## src/rtl/spi_reg_pkg.sv

```systemverilog
// ----------------------------------------------------------------------------
// spi_reg_pkg
//   Shared definitions for the SPI register-access master:
//   - frame geometry (16-bit frame: 1 direction bit, 7-bit address, 8-bit data)
//   - the master's state enumeration
//   - build_frame(): assembles the outgoing frame for a command
// ----------------------------------------------------------------------------
package spi_reg_pkg;

  localparam int FRAME_BITS   = 16;
  localparam int ADDR_FIELD_W = 7;
  localparam int DATA_W       = 8;

  typedef enum logic [2:0] {
    IDLE,
    SETUP,
    SHIFT,
    HOLD,
    GAP,
    DONE
  } state_t;

  // Reads carry an all-zero data field on MOSI.
  function automatic logic [FRAME_BITS-1:0] build_frame(
    input logic                    wr,
    input logic [ADDR_FIELD_W-1:0] addr,
    input logic [DATA_W-1:0]       data
  );
    return {wr, addr, (wr ? data : {DATA_W{1'b0}})};
  endfunction

endpackage

```

## src/rtl/synchronizer.sv

```systemverilog
// ----------------------------------------------------------------------------
// synchronizer
//   Multi-flop synchronizer for bringing asynchronous signals into clk.
//   Ports:
//     clk   - destination clock
//     rst_n - asynchronous active-low reset (all stages clear to 0)
//     d     - asynchronous input
//     q     - synchronized output (STAGES cycles of delay)
// ----------------------------------------------------------------------------
module synchronizer #(
  parameter int STAGES = 2,
  parameter int WIDTH  = 1
) (
  input  logic             clk,
  input  logic             rst_n,
  input  logic [WIDTH-1:0] d,
  output logic [WIDTH-1:0] q
);

  logic [WIDTH-1:0] stage_reg [STAGES];

  always_ff @(posedge clk or negedge rst_n) begin
    if (!rst_n) begin
      for (int i = 0; i < STAGES; i++) begin
        stage_reg[i] <= '0;
      end
    end else begin
      stage_reg[0] <= d;
      for (int i = 1; i < STAGES; i++) begin
        stage_reg[i] <= stage_reg[i-1];
      end
    end
  end

  assign q = stage_reg[STAGES-1];

endmodule

```

## src/rtl/spi_reg_master.sv

```systemverilog
// ----------------------------------------------------------------------------
// spi_reg_master
//   SPI mode-0 initiator issuing single 16-bit register read/write frames
//   ({write, 7-bit addr, 8-bit data}, MSB first) to an spi_reg slave.
//
//   Build option: define SPI_MASTER_MISO_SYNC_EN to pass spi_miso through a
//   2-stage synchronizer before sampling (needs CLK_DIV >= 6).
//
//   Parameters:
//     ADDR_W  - register address width (1..7), zero-extended into the frame
//     CLK_DIV - clk cycles per SCK half-period (D)
//   Ports:
//     clk, rst_n            - clock, asynchronous active-low reset
//     cmd_valid/cmd_ready   - request handshake (ready only in IDLE)
//     cmd_write             - 1 = write, 0 = read
//     cmd_addr, cmd_wdata   - register address and write data
//     rsp_valid             - one-cycle pulse when the frame completes
//     rsp_rdata             - read data (0x00 after writes), held
//     busy                  - high from the cycle after accept through rsp_valid
//     spi_cs_n, spi_clk,
//     spi_mosi, spi_miso    - SPI bus (all outputs registered)
// ----------------------------------------------------------------------------
module spi_reg_master
  import spi_reg_pkg::*;
#(
  parameter int ADDR_W  = 4,
  parameter int CLK_DIV = 4
) (
  input  logic              clk,
  input  logic              rst_n,
  input  logic              cmd_valid,
  output logic              cmd_ready,
  input  logic              cmd_write,
  input  logic [ADDR_W-1:0] cmd_addr,
  input  logic [7:0]        cmd_wdata,
  output logic              rsp_valid,
  output logic [7:0]        rsp_rdata,
  output logic              busy,
  output logic              spi_cs_n,
  output logic              spi_clk,
  output logic              spi_mosi,
  input  logic              spi_miso
);

  localparam int DIV_W = (CLK_DIV > 1) ? $clog2(CLK_DIV) : 1;
  localparam logic [DIV_W-1:0] DIV_LAST = DIV_W'(CLK_DIV - 1);
  localparam logic [3:0]       BIT_LAST = 4'(FRAME_BITS - 1);

  // --------------------------------------------------------------------------
  // Elaboration-time parameter guards
  // --------------------------------------------------------------------------
  generate
    if (ADDR_W < 1 || ADDR_W > ADDR_FIELD_W) begin : g_bad_addr_w
      $error("spi_reg_master: ADDR_W must be in 1..7");
    end
`ifdef SPI_MASTER_MISO_SYNC_EN
    if (CLK_DIV < 6) begin : g_bad_div_sync
      $error("spi_reg_master: CLK_DIV must be >= 6 with the MISO synchronizer");
    end
`else
    if (CLK_DIV < 4) begin : g_bad_div
      $error("spi_reg_master: CLK_DIV must be >= 4");
    end
`endif
  endgenerate

  // --------------------------------------------------------------------------
  // MISO input path
  // --------------------------------------------------------------------------
  logic miso_s;

`ifdef SPI_MASTER_MISO_SYNC_EN
  synchronizer #(
    .STAGES(2),
    .WIDTH (1)
  ) u_miso_sync (
    .clk  (clk),
    .rst_n(rst_n),
    .d    (spi_miso),
    .q    (miso_s)
  );
`else
  assign miso_s = spi_miso;
`endif

  // --------------------------------------------------------------------------
  // State
  // --------------------------------------------------------------------------
  state_t                  state_reg,     state_next;
  logic [DIV_W-1:0]        div_reg,       div_next;
  logic [3:0]              bit_reg,       bit_next;
  logic [FRAME_BITS-1:0]   shift_reg,     shift_next;
  logic [DATA_W-1:0]       rx_reg,        rx_next;
  logic                    write_reg,     write_next;
  logic                    cs_n_reg,      cs_n_next;
  logic                    sclk_reg,      sclk_next;
  logic                    mosi_reg,      mosi_next;
  logic                    rsp_valid_reg, rsp_valid_next;
  logic [DATA_W-1:0]       rsp_rdata_reg, rsp_rdata_next;

  logic [ADDR_FIELD_W-1:0] addr_ext;
  assign addr_ext = ADDR_FIELD_W'(cmd_addr);

  always_ff @(posedge clk or negedge rst_n) begin
    if (!rst_n) begin
      state_reg     <= IDLE;
      div_reg       <= '0;
      bit_reg       <= '0;
      shift_reg     <= '0;
      rx_reg        <= '0;
      write_reg     <= 1'b0;
      cs_n_reg      <= 1'b1;
      sclk_reg      <= 1'b0;
      mosi_reg      <= 1'b0;
      rsp_valid_reg <= 1'b0;
      rsp_rdata_reg <= '0;
    end else begin
      state_reg     <= state_next;
      div_reg       <= div_next;
      bit_reg       <= bit_next;
      shift_reg     <= shift_next;
      rx_reg        <= rx_next;
      write_reg     <= write_next;
      cs_n_reg      <= cs_n_next;
      sclk_reg      <= sclk_next;
      mosi_reg      <= mosi_next;
      rsp_valid_reg <= rsp_valid_next;
      rsp_rdata_reg <= rsp_rdata_next;
    end
  end

  // --------------------------------------------------------------------------
  // Next-state / registered-output logic. Every SPI output is computed here
  // as a _next value so the pins come straight from flops.
  // --------------------------------------------------------------------------
  always_comb begin
    state_next     = state_reg;
    div_next       = div_reg;
    bit_next       = bit_reg;
    shift_next     = shift_reg;
    rx_next        = rx_reg;
    write_next     = write_reg;
    cs_n_next      = cs_n_reg;
    sclk_next      = sclk_reg;
    mosi_next      = mosi_reg;
    rsp_valid_next = 1'b0;
    rsp_rdata_next = rsp_rdata_reg;

    unique case (state_reg)
      IDLE: begin
        if (cmd_valid) begin
          shift_next = build_frame(cmd_write, addr_ext, cmd_wdata);
          write_next = cmd_write;
          mosi_next  = cmd_write;  // frame bit 15
          cs_n_next  = 1'b0;
          sclk_next  = 1'b0;
          div_next   = '0;
          bit_next   = '0;
          state_next = SETUP;
        end
      end

      SETUP: begin
        if (div_reg == DIV_LAST) begin
          div_next   = '0;
          state_next = SHIFT;
        end else begin
          div_next = div_reg + 1'b1;
        end
      end

      SHIFT: begin
        if (!sclk_reg) begin
          // Low phase. The first bit was already presented in SETUP; for the
          // others, MOSI moves on the cycle after the falling edge, which
          // leaves the slave a full cycle of hold after it sampled.
          if (div_reg == '0 && bit_reg != '0) begin
            shift_next = {shift_reg[FRAME_BITS-2:0], shift_reg[FRAME_BITS-1]};
            mosi_next  = shift_reg[FRAME_BITS-2];
          end
          if (div_reg == DIV_LAST) begin
            div_next  = '0;
            sclk_next = 1'b1;
          end else begin
            div_next = div_reg + 1'b1;
          end
        end else begin
          // High phase: sample on the last cycle, then fall.
          if (div_reg == DIV_LAST) begin
            rx_next   = {rx_reg[DATA_W-2:0], miso_s};
            div_next  = '0;
            sclk_next = 1'b0;
            bit_next  = bit_reg + 1'b1;  // wraps 15->0 exactly on SHIFT exit
            if (bit_reg == BIT_LAST) begin
              state_next = HOLD;
            end
          end else begin
            div_next = div_reg + 1'b1;
          end
        end
      end

      HOLD: begin
        if (div_reg == DIV_LAST) begin
          div_next   = '0;
          cs_n_next  = 1'b1;
          mosi_next  = 1'b0;  // park MOSI low with the bus deselected
          state_next = GAP;
        end else begin
          div_next = div_reg + 1'b1;
        end
      end

      GAP: begin
        if (div_reg == DIV_LAST) begin
          div_next       = '0;
          rsp_valid_next = 1'b1;
          // Only the last 8 samples (bits 7..0) survive in rx_reg.
          rsp_rdata_next = write_reg ? '0 : rx_reg;
          state_next     = DONE;
        end else begin
          div_next = div_reg + 1'b1;
        end
      end

      DONE: begin
        state_next = IDLE;
      end

      default: begin
        state_next = IDLE;
      end
    endcase
  end

  // --------------------------------------------------------------------------
  // Outputs
  // --------------------------------------------------------------------------
  assign cmd_ready = (state_reg == IDLE);
  assign busy      = (state_reg != IDLE);
  assign rsp_valid = rsp_valid_reg;
  assign rsp_rdata = rsp_rdata_reg;
  assign spi_cs_n  = cs_n_reg;
  assign spi_clk   = sclk_reg;
  assign spi_mosi  = mosi_reg;

endmodule

```

## config.mk

```make
export PLATFORM = sky130hd
export DESIGN_NAME = spi_reg_master
export DESIGN_NICKNAME = d
export VERILOG_FILES = /design/src/rtl/spi_reg_pkg.sv /design/src/rtl/synchronizer.sv /design/src/rtl/spi_reg_master.sv
export SDC_FILE = /design/constraint.sdc
export NUM_CORES = 1
export LEC_CHECK = 0
export CAP_MARGIN = 20
export CORE_ASPECT_RATIO = 0.6
export CORE_MARGIN = 2
export CORE_UTILIZATION = 47
export CTS_BUF_LIST = sky130_fd_sc_hd__clkbuf_8
export DETAILED_ROUTE_END_ITERATION = 8
export PLACE_DENSITY = 0.73
export SETUP_SLACK_MARGIN = 0.05
export SLEW_MARGIN = 20
export SYNTH_ARGS = -nofsm -noshare
export SYNTH_HDL_FRONTEND = slang
export SYNTH_HIERARCHICAL = 1
export SYNTH_SLANG_ARGS = --single-unit
```

## constraint.sdc

```tcl
create_clock -name clk -period 2 [get_ports clk]
set_clock_uncertainty 0.15 [all_clocks]
set_input_delay 0.4 -clock clk [delete_from_list [all_inputs] [get_ports clk]]
set_output_delay 0.4 -clock clk [all_outputs]
set_load 0.02 [all_outputs]
```

# [After elaboration in Yosys (flattened, before gate mapping)]
# Index checks and enable logic that the tools add are counted.
# Widths: inputs -> output; s select.
[classes] addsub=2 n_mul=0 div=0 n_lt_le_gt_ge=0 n_eq_ne=15 shifts=0 n_mux=34 n_bitwise=0 n_reduce_logical=20
[ops] operator="$mux 16" n=3
[ops] operator="$pmux 16 s2" n=1
[ops] operator="$mux 3" n=7
[ops] operator="$ne 2x2->1 const B" n=9
[ops] operator="$mux 8" n=2
[ops] operator="$pmux 3 s5" n=1
[ops] operator="$mux 4" n=3
[ops] operator="$mux 1" n=10
[ops] operator="$pmux 4 s2" n=1
[ops] operator="$reduce_and 2->1" n=4
[ops] operator="$reduce_and 4->1" n=2
[ops] operator="$reduce_and 7->1" n=1
[ops] operator="$eq 3x2->1 const B" n=2
[ops] operator="$reduce_and 3->1" n=2
[ops] operator="$reduce_bool 2->1" n=3
[ops] operator="$reduce_bool 3->1" n=2
[ops] operator="$reduce_and 5->1" n=1
[ops] operator="$add 4x1->4 const B" n=1
[ops] operator="$eq 4x4->1 const B" n=1
[ops] operator="$mux 2" n=2
[ops] operator="$pmux 1 s2" n=2
[ops] operator="$pmux 2 s2" n=1
[ops] operator="$reduce_bool 4->1" n=1
[ops] operator="$reduce_or 4->1" n=1
[ops] operator="other kinds (8)" n=8
[totals] regBits=46 latch_bits=0 mem_bits_rw=0 mem_bits_ro=0 mem_count=0

# [Logic depth before layout (Yosys ltp)]
# Gate-level depths: netlist of the first run.
[logic_depth] ltp_word=5 ltp_mapped=8

# [Least setup slack after synthesis of the first run]
# No wires, ideal clock.
[synth_path] kind="register -> register" startpoint="register div_reg[0]" endpoint="register bit_reg[3]" setup_ps=66 t_arrival_ps=1690 setup_slack_ps=94 path_stages_with_launch=7 synth_period_minus_slack_ps=1906 cell_sequence="dfrtp_1 -> ha_1 -> buf_2 -> nand3_1 -> a211o_1 -> or4_1 -> nand2_1"
[synth_via] elab_chain_len=3
[synth_lines] item="start, declared" line="spi_reg_master.sv:90" text="logic [DIV_W-1:0] div_reg, div_next;"
[synth_lines] item="start signal, assigned" line="spi_reg_master.sv:119" text="div_reg <= div_next;"
[synth_lines] item="$eq 2x2->1" line="spi_reg_master.sv:189" text="if (div_reg == DIV_LAST) begin"
[synth_lines] item="$ne 2x2->1 (no line)"
[synth_lines] item="$reduce_and 4->1 (no line)"
[synth_lines] item="end signal, assigned" line="spi_reg_master.sv:120" text="bit_reg <= bit_next;"
[synth_lines] item="end, declared" line="spi_reg_master.sv:91" text="logic [3:0] bit_reg, bit_next;"
# No other way between the ends.
# A chain may end at the register's enable or synchronous reset.

# [Worst setup path in the final report of the first run]
[layout_path] startpoint="register state_reg[2]" endpoint="output port cmd_ready"
[layout_via] elab_chain_len=1
[layout_lines] item="start, declared" line="spi_reg_master.sv:89" text="state_t state_reg, state_next;"
[layout_lines] item="start signal, assigned" line="spi_reg_master.sv:118" text="state_reg <= state_next;"
[layout_lines] item="$logic_not 3->1" line="spi_reg_master.sv:239" text="assign cmd_ready = (state_reg == IDLE);"
[layout_lines] item="end, declared" line="spi_reg_master.sv:32" text="output logic cmd_ready,"
# No other way between the ends.

==> results_dict.tcl, run 1 <==
set metrics [dict create \
    drcViolationCount 0 \
    layout_commonest_cell "dfrtp_1" \
    cts_buffers 5 \
    cts_tree "done" \
    layout-drive-gt1-share_pct 14.23 \
    combPwrFrac_pct 43.3 \
    maxCapViolCount 0 \
    final_cell_mix "44 x dfrtp_1, 33 x nand2_1, 25 x clkdlybuf4s50_1" \
    start_util_pct 48.92 \
    fin_area_mm2 0.002789 \
    grt_pass1_vias 1533 \
    finalHoldViolations 0 \
    clock_latency_ns 0.30 \
    fillers 381 \
    cp-start-kind "flip-flop" \
    cts_max_level 2 \
    swShare_pct 36.06 \
    cts_root_buf "clkbuf_8" \
    hold_class "reg2reg" \
    dpl_worst_slack_ns -0.08650 \
    p_seq_share_pct 40.4 \
    worst_pin_slew_ns 0.5267 \
    viasPerCell 5.123 \
    dpl.cell_count 307 \
    crit_fanout 2 \
    largest_reg_flops 16 \
    finalMaxSlewViolations 0 \
    synth_edf_count 0 \
    syn_nets 232 \
    fin_crit_ns 1.828 \
    globalplace.congestion 0.7691 \
    multi_input_area_um2 967.2 \
    syn_inst 210 \
    relSlewSlack_pct 64.89 \
    first_iter_violations 73 \
    cts_buffer_depth 2 \
    dr.pass1.iters 4 \
    setup_viol 0 \
    nets 274 \
    grt_first_pass_wirelength_mm 7.596 \
    final_util_pct 60.79 \
    critPathKind "reg2out" \
    antenna_found_initial 0 \
    fmax_ghz 0.5470 \
    path_clk_slew_ns 0.08 \
    yosysWarnings 6 \
    place_area_mm2 0.002701 \
    p_int_w 0.002168 \
    fin_tns_setup_ns 0 \
    synth_cell_type_count 40 \
    finalCritPeriodShare_pct 91.40 \
    synth_area_leader_cell "dfrtp_1" \
    p_switching_w 0.001223 \
    peakVddDrop_mv 0.7010 \
    async_flop_share_pct 100.0 \
    outcome "finished, final reports clean" \
    wirelength_mm 4.216 \
    ant_nets 0 \
    track_usage_pct 18.26 \
    netlist_top_cells_area "dfrtp_1 50%, o221a_1 6.5%, nand2_1 5.5%, mux2_1 4.5%, nand2b_1 4.5%" \
    hpwl_mm 3.096 \
    antenna-diode-count 0 \
    cp-end-kind "primary output" \
    critPathArrivalTime_ns 1.28 \
    rsz0062_at_grt "false" \
    setup_slack_ns 0.1719 \
    syn_area_mm2 0.002245 \
    synth.top_cell.area_share_pct 50.17 \
    numPortBuffers 30 \
    power.density_mw_per_mm2 1216 \
    instances_no_fill 316 \
    grt_overflow 0 \
    via_count 1619 \
    p_leak_nw 1.215 \
    cpMaxStageDelayCell "dfrtp_1" \
    synth_ff_type "dfrtp_1" \
    slowest_delay_ns 0.38 \
    area_delta_synth_final_pct 24.25 \
    grt_max_degree 25 \
    register_area_mm2 0.001154 \
    worstPathRequired_ns 1.45 \
    path_cells "or3_1 -> inv_1 -> clkbuf_2" \
    die_area_mm2 0.005363 \
    die_w_um 93.22 \
    core_mm2 0.004588 \
    wire_per_inst_um 13.34 \
    ios 31 \
    die_h_um 57.53 \
    ys_seq_elements 46 \
    syn_area_per_cell_um2 10.69 \
    numClockSinks 46 \
    post_cts_buffers 0 \
    seq_area_frac_synth_pct 51.34 \
    rows 19 \
    clkPwrFrac_pct 16.3 \
]
## through the flow
step,power [W],hold slack (ns)
detailed placement,0.002889,0.2614
global placement,0.002844,0.2535
finish,0.003391,0.3343
global route,0.003671,0.3664
floorplan,0.002362,-0.04559
CTS,0.003419,0.3431
## repair_timing
action	4_1_cts	5_1_grt
hold endpoints to repair	22	0
hold buffers	1	0
setup endpoints to repair	4	3
resized for setup	4	6
## synth_stat cells (2+ instances only)
| library cell | n |
|---|---|
| o21bai_1 | 2 |
| nand2b_1 | 16 |
| clkbuf_1 | 3 |
| buf_2 | 6 |
| nand2_1 | 33 |
| nor2_1 | 3 |
| o21ai_0 | 19 |
| o221a_1 | 13 |
| dfrtp_1 | 45 |
| mux2i_1 | 2 |
| buf_6 | 3 |
| nand3_1 | 2 |
| nor2_2 | 2 |
| nor2b_1 | 4 |
| o22ai_1 | 3 |
| ha_1 | 5 |
| inv_1 | 14 |
| a21oi_1 | 5 |
| mux2_1 | 9 |
## logic make-up (layout without fill, tap and decap cells)
logic type	count (synthesis)	count (layout)	share of synthesized area [%]
and+or+nand+nor	69	69	16.72
AOI/OAI and AO/OA	52	52	17.67
DFF	46	46	51.34
buffers and inverters	26	69	5.686
muxes	11	11	5.407
adders and majority gates	5	5	2.787
xor gates and xnor gates	1	1	0.3903
## power groups by stage
| stage | logic [W] | clock network, W | registers, W |
|---|---|---|---|
| global placement | 0.00146 | 0 | 0.00138 |
| detailed placement | 0.00150 | 0 | 0.00139 |
| global route | 0.00164 | 0.000613 | 0.00142 |
| finish | 0.00147 | 0.000554 | 0.00137 |
| floorplan | 0.000970 | 0 | 0.00139 |
| CTS | 0.00149 | 0.000564 | 0.00137 |
## metal layers
metal	vias to the layer above	part of all wire [%]	wire [um]	GRT usage (%)
li1	812	-	-	-
met3	5	4.1	173	5.020
met4	0	1.0	43	3.782
met2	31	43	1798	25.05
met1	771	52	2200	28.78
met5	-	0	0	0
## critical path, delay by kind of cell, from the launching register on
family	cells	cell delay [ns]
buf+inv	2	0.22
flops	1	0.38
simple gates	1	0.38
## area by class of cell
| class | instances | area share (%) |
|---|---|---|
| inverters | 14 | 1.884 |
| clock buffers | 5 | 2.467 |
| flip-flops and latches | 46 | 41.36 |
| multi-input cells | 138 | 34.68 |
| well taps | 63 | 2.826 |
| clock inverters | 3 | 0.6281 |
| repair buffers | 47 | 16.15 |
## path summary, 6_finish.rpt
check                                    startpoint                        to  slack (ns)  cells after the start
max in group asynchronous                     rst_n      spi_cs_n$_DFFE_PN1P_        0.65                      3
hold / removal             rsp_rdata[7]$_DFFE_PN0P_  rsp_rdata[7]$_DFFE_PN0P_        0.33                      2
setup reg to reg             bit_reg[0]$_DFFE_PN0P_  shift_reg[0]$_DFFE_PN0P_        0.19                      8
setup / recovery           state_reg[2]$_DFFE_PN0P_                 cmd_ready        0.17                      3
hold reg to reg            rsp_rdata[7]$_DFFE_PN0P_  rsp_rdata[7]$_DFFE_PN0P_        0.33                      2
min in group asynchronous                     rst_n  rsp_rdata[2]$_DFFE_PN0P_        0.46                      2
No activity file was read; power rests on OpenSTA's default activity.
==> run 2: changes to the inputs <==
--- a/config.mk
+++ b/config.mk
@@ -8,13 +8,12 @@
 export CAP_MARGIN = 20
 export CORE_ASPECT_RATIO = 0.6
 export CORE_MARGIN = 2
-export CORE_UTILIZATION = 47
+export CORE_UTILIZATION = 45
 export CTS_BUF_LIST = sky130_fd_sc_hd__clkbuf_8
 export DETAILED_ROUTE_END_ITERATION = 8
-export PLACE_DENSITY = 0.73
+export PLACE_DENSITY = 0.7
 export SETUP_SLACK_MARGIN = 0.05
 export SLEW_MARGIN = 20
 export SYNTH_ARGS = -nofsm -noshare
 export SYNTH_HDL_FRONTEND = slang
-export SYNTH_HIERARCHICAL = 1
 export SYNTH_SLANG_ARGS = --single-unit
==> run 2 against run 1 <==
- design area is 0.90% higher
- fmax is 1.2% lower
- utilization is 0.70 points lower
- highest routed layer unchanged
- count of clock-buffer cells in the layout stayed put
- final cell count is 1.3% higher
- global-route usage is 0.14 points lower
- via count is 3.1% higher
==> results_dict.tcl, run 2 <==
set metrics [dict create \
    outcome "finished, final reports clean" \
    cts_root_buf "clkbuf_8" \
    grt_first_pass_wirelength_mm 7.548 \
    area_delta_synth_final_pct 25.36 \
    worst_pin_slew_ns 0.3997 \
    cp-start-kind "flip-flop" \
    die_h_um 58.71 \
    via_count 1669 \
    synth.top_cell.area_share_pct 50.17 \
    synth_ff_type "dfrtp_1" \
    synth_most_common_cell "dfrtp_1" \
    hold_class "reg2reg" \
    grt_overflow 0 \
    maxCapViolCount 0 \
    fillers 404 \
    clock_latency_ns 0.31 \
    fin_crit_ns 1.851 \
    instances_no_fill 320 \
    die_area_mm2 0.005588 \
    power.density_mw_per_mm2 1233 \
    dr.pass1.iters 4 \
    path_clk_slew_ns 0.09 \
    seq_area_frac_synth_pct 51.34 \
    start_util_pct 47.93 \
    fin_area_mm2 0.002814 \
    cts_buffers 5 \
    layout-drive-gt1-share_pct 15.95 \
    cpMaxStageDelayCell "clkdlybuf4s50_1" \
    drcViolationCount 0 \
    crit_family "buffers and inverters" \
    syn_area_per_cell_um2 10.69 \
    finalCritPeriodShare_pct 92.53 \
    ant_nets 0 \
    dpl.cell_count 311 \
    p_int_w 0.002200 \
    largest_reg_flops 16 \
    wirelength_mm 4.367 \
    numClockSinks 46 \
    synth_area_leader_cell "dfrtp_1" \
    die_w_um 95.18 \
    ios 31 \
    cts_tree "done" \
    p_switching_w 0.001269 \
    layout_commonest_cell "dfrtp_1" \
    first_iter_violations 44 \
    cts_buffer_depth 2 \
    crit_fanout 2 \
    worstPathRequired_ns 1.45 \
    syn_nets 232 \
    nets 278 \
    synth_edf_count 0 \
    peakVddDrop_mv 0.6853 \
    grt_pass1_vias 1571 \
    cp-end-kind "primary output" \
    place_area_mm2 0.002719 \
    hpwl_mm 3.211 \
    ys_seq_elements 46 \
    combPwrFrac_pct 43.1 \
    syn_inst 210 \
    viasPerCell 5.216 \
    synth_cell_type_count 40 \
    core_mm2 0.004683 \
    finalHoldViolations 0 \
    critPathArrivalTime_ns 1.30 \
    final_cell_mix "44 x dfrtp_1, 33 x nand2_1, 25 x clkdlybuf4s50_1" \
    numPortBuffers 30 \
    relSlewSlack_pct 73.35 \
    syn_area_mm2 0.002245 \
    path_cells "clkdlybuf4s50_1" \
    yosysWarnings 0 \
    fmax_ghz 0.5404 \
    swShare_pct 36.58 \
    cts_max_level 2 \
    setup_viol 0 \
    antenna-diode-count 0 \
    antenna_found_initial 0 \
    wire_per_inst_um 13.65 \
    netlist_top_cells_area "dfrtp_1 50%, o221a_1 6.5%, nand2_1 5.5%, mux2_1 4.5%, nand2b_1 4.5%" \
    slowest_delay_ns 0.62 \
    globalplace.congestion 0.8077 \
    clkPwrFrac_pct 17.0 \
    p_leak_nw 1.223 \
    critPathKind "reg2out" \
    rsz0062_at_grt "false" \
    p_seq_share_pct 39.9 \
    grt_max_degree 31 \
    netlist_top_cells_count "45 x dfrtp_1, 33 x nand2_1, 19 x o21ai_0" \
    rows 19 \
    track_usage_pct 18.12 \
    finalMaxSlewViolations 0 \
    critPathBufInv 1 \
    async_flop_share_pct 100.0 \
]
run 2: cell counts after synthesis:
Identical to the previous run, type by type.
run 2: timing repair:
item / CTS / global route
endpoints found under the setup margin: 4 / 10
gates resized for setup: 7 / 4
hold buffers: 1 / 0
buffers inserted: 0 / 0
hold endpoints to repair: 16 / 0
run 2: power by group through the flow:
stage / Combinational (W) / Sequential (W) / Clock, W
4_1_cts: 0.00152 / 0.00138 / 0.000612
3_5_place_dp: 0.00153 / 0.00139 / 0
6_report: 0.00149 / 0.00138 / 0.000591
3_3_place_gp: 0.00150 / 0.00139 / 0
2_1_floorplan: 0.000970 / 0.00139 / 0
5_1_grt: 0.00167 / 0.00141 / 0.000646
run 2: final cells by class:
class                           count  area [um^2]  area share, %
Sequential cell                    46         1154          41.00
Multi-Input combinational cell    138        967.2          34.37
Timing Repair Buffer               51        467.9          16.63
Tap cell                           63        78.83          2.801
Clock buffer                        5        68.82          2.446
Inverter                           14        52.55          1.867
Clock inverter                      3        25.02         0.8893
run 2: cell families after synthesis:
group	count (synthesis)	share of synthesized area [%]
AND/OR/NAND/NOR	69	16.72
AO/OA/AOI/OAI	52	17.67
flip-flops	46	51.34
buffers and inverters	26	5.686
multiplexers	11	5.407
adder cells (fa/ha/maj)	5	2.787
XOR/XNOR	1	0.3903
run 2: final timing paths:
path	from	endpoint	slack [ns]	cells past startpoint
setup reg to reg	state_reg[2]$_DFFE_PN0P_	rx_reg[1]$_DFFE_PN0P_	0.16	4
setup / recovery	spi_mosi$_DFFE_PN0P_	spi_mosi	0.15	1
hold / removal	rsp_rdata[5]$_DFFE_PN0P_	rsp_rdata[5]$_DFFE_PN0P_	0.34	2
max in group asynchronous	rst_n	spi_cs_n$_DFFE_PN1P_	0.74	3
min in group asynchronous	rst_n	rsp_rdata[7]$_DFFE_PN0P_	0.39	2
hold reg to reg	rsp_rdata[5]$_DFFE_PN0P_	rsp_rdata[5]$_DFFE_PN0P_	0.34	2
run 2: stage by stage:
stage	utilization [%]	setup WS [ns]	TNS, ns	hold slack (ns)	total power (W)
CTS	60.25	0.03315	0	0.3432	0.003507
global placement	58.06	-0.01862	-0.02411	0.1957	0.002886
finish	60.09	0.1494	0	0.3356	0.003469
global route	60.09	0.04850	0	0.3674	0.003729
floorplan	-	0.09374	0	-0.04559	0.002362
detailed placement	58.06	-0.03019	-0.05458	0.2003	0.002927
run 2: per-layer routing:
layer	track usage (%)	share of wire [%]
met2	24.25	39
met5	0	0
met1	27.61	54
met4	7.453	1.3
met3	4.866	6.2
==> run 3: changes to the inputs <==
==> constraint.sdc (replaced) <==
create_clock -name clk -period 2 [get_ports clk]
set_clock_uncertainty 0.15 [all_clocks]
set_input_delay 0.4 -clock clk [delete_from_list [all_inputs] [get_ports clk]]
set_output_delay 0.4 -clock clk [all_outputs]
set_load 0.005 [all_outputs]
==> run 3 against run 2 <==
- non-clock buffer count rose by 2
- first-iteration DRC count rose by 6.8%
- power fell by 1.3%
- global-route usage fell by 0.27 points
- critical path depth rose by 1
- register-to-register slack barely moved
- combinational power barely moved
- utilization rose by 0.43 points
- sequential share of layout area fell by 0.33 points
- die area did not move
- design area rose by 0.71%
- critical path type unchanged
==> results_dict.tcl, run 3 (same netlist as run 2, synthesis figures left out) <==
set metrics [dict create \
    viasPerCell 5.031 \
    power.density_mw_per_mm2 1208 \
    path_clk_slew_ns 0.09 \
    clock_latency_ns 0.30 \
    grt_pass1_vias 1522 \
    worst_pin_slew_ns 0.5725 \
    nets 280 \
    rsz0062_at_grt "false" \
    numPortBuffers 30 \
    core_mm2 0.004683 \
    outcome "finished, final reports clean" \
    postCtsHoldBufs 0 \
    critPathArrivalTime_ns 1.34 \
    layout_commonest_cell "dfrtp_1" \
    area_delta_synth_final_pct 26.25 \
    globalplace.congestion 0.8124 \
    register_area_mm2 0.001152 \
    rows 19 \
    post_cts_buffers 0 \
    cts_buffer_depth 2 \
    start_util_pct 47.93 \
    largest_reg_flops 16 \
    finalHoldViolations 0 \
    drcViolationCount 0 \
    ant_nets 0 \
    use_met1_pct 27.87 \
    r2r_start "div_reg[0]$_DFFE_PN0P_" \
    die_h_um 58.71 \
    cp-end-kind "primary output" \
    p_int_w 0.002234 \
    combPwrFrac_pct 43.4 \
    peakVddDrop_mv 0.6562 \
    antenna_found_initial 0 \
    ios 31 \
    die_w_um 95.18 \
    fillers 408 \
    grt_use_met2_pct 22.94 \
    first_iter_violations 47 \
    numClockSinks 46 \
    final_cell_mix "45 x dfrtp_1, 33 x nand2_1, 27 x clkdlybuf4s50_1" \
    layout-drive-gt1-share_pct 15.83 \
    worstReg2RegEnd "bit_reg[3]$_DFFE_PN0P_" \
    hpwl_mm 3.148 \
    fmax_ghz 0.5279 \
    grt_util_met3_pct 5.890 \
    dr.pass1.iters 4 \
    grt_first_pass_wirelength_mm 7.527 \
    cts_tree "done" \
    p_leak_nw 1.234 \
    p_seq_share_pct 40.3 \
    grt.busiest_layer "met1" \
    swShare_pct 34.78 \
    grt_overflow 0 \
    grt_max_degree 47 \
    p_switching_w 0.001191 \
    wirelength_mm 4.398 \
    cts_max_level 2 \
    antenna-diode-count 0 \
    holdWs_ns 0.01128 \
    track_usage_pct 17.85 \
    critPathKind "reg2out" \
    clkPwrFrac_pct 16.3 \
    multi_input_area_um2 972.2 \
    setup_viol 0 \
    final_util_pct 60.51 \
    via_count 1620 \
    rrSetupSlack_ns 0.15 \
    cts_buffers 5 \
    fin_crit_ns 1.894 \
    wire_per_inst_um 13.66 \
    relSlewSlack_pct 61.83 \
    die_area_mm2 0.005588 \
    worstPathRequired_ns 1.45 \
    finalMaxSlewViolations 0 \
    crit_fanout 2 \
    cp-start-kind "flip-flop" \
    finalCritPeriodShare_pct 94.71 \
    cts_root_buf "clkbuf_8" \
    ff2ff_path_depth 5 \
    maxCapViolCount 0 \
    hold_class "in2async" \
]
## run 3: cell count changes in the layout (fill, tap and decap cells not counted), sizes merged
cell	previous run	this run
dlygate4sd3	1	0
clkinv	1	2
clkdlybuf4s15	0	1
clkinvlp	1	0
dlygate4sd2	2	1
buf	22	24
clkdlybuf4s50	25	27
clkbuf	6	5
## run 3: worst max path at each step
stage	from	end	slack, ns	cells past startpoint
5_1_grt	state_reg[2]$_DFFE_PN0P_	cmd_ready	0.06	3
3_3_place_gp	cmd_valid	bit_reg[3]$_DFFE_PN0P_	-0.01	5
2_1_floorplan	div_reg[0]$_DFFE_PN0P_	bit_reg[3]$_DFFE_PN0P_	0.1	6
4_1_cts	state_reg[2]$_DFFE_PN0P_	cmd_ready	0.09	3
3_5_place_dp	cmd_valid	bit_reg[3]$_DFFE_PN0P_	-0.03	5
6_report	state_reg[2]$_DFFE_PN0P_	busy	0.11	2
## run 3: power by group through the flow
stage | Combinational (W) | Sequential [W] | Clock (W)
6_report | 0.00149 | 0.00138 | 0.000559
5_1_grt | 0.00166 | 0.00141 | 0.000616
4_1_cts | 0.00149 | 0.00137 | 0.000574
3_5_place_dp | 0.00150 | 0.00139 | 0
3_3_place_gp | 0.00146 | 0.00139 | 0
2_1_floorplan | 0.000941 | 0.00136 | 0
## run 3: worst max-delay path, cell delays in order, from the launching register on
cell           delay, ns
dfrtp_1             0.38
or3_4               0.39
dlygate4sd2_1       0.27
## run 3: cell type report
cell class                 count  share of cell area [%]
clock buffer                   5                   2.428
clock inverter                 3                  0.6181
inverter                      14                   1.854
multi-input combinational    138                   34.30
sequential                    46                   40.66
tap                           63                   2.781
timing repair buffer          53                   17.35
## run 3: repair_timing
item,CTS,global route
endpoints found under the setup margin,2,2
hold endpoints to repair,0,0
resized for setup,3,2
pin swaps,0,0
## run 3: metrics by stage
step	setup slack [ns]	std cells	instance area [um^2]	setup TNS (ns)	power [W]
2_1_floorplan	0.09544	210	2245	0	0.002300
3_3_place_gp	-0.01126	314	2741	-0.01761	0.002846
3_5_place_dp	-0.03432	314	2741	-0.08479	0.002885
4_1_cts	0.09165	322	2830	0	0.003442
5_1_grt	0.05810	322	2834	0	0.003693
6_report	0.1059	322	2834	0	0.003425
## run 3: per-layer routing
layer | wire length, um | up-vias
met4 | 53 | 0
met3 | 157 | 5
met1 | 2490 | 759
met2 | 1696 | 26
li1 | - | 830
met5 | 0 | -
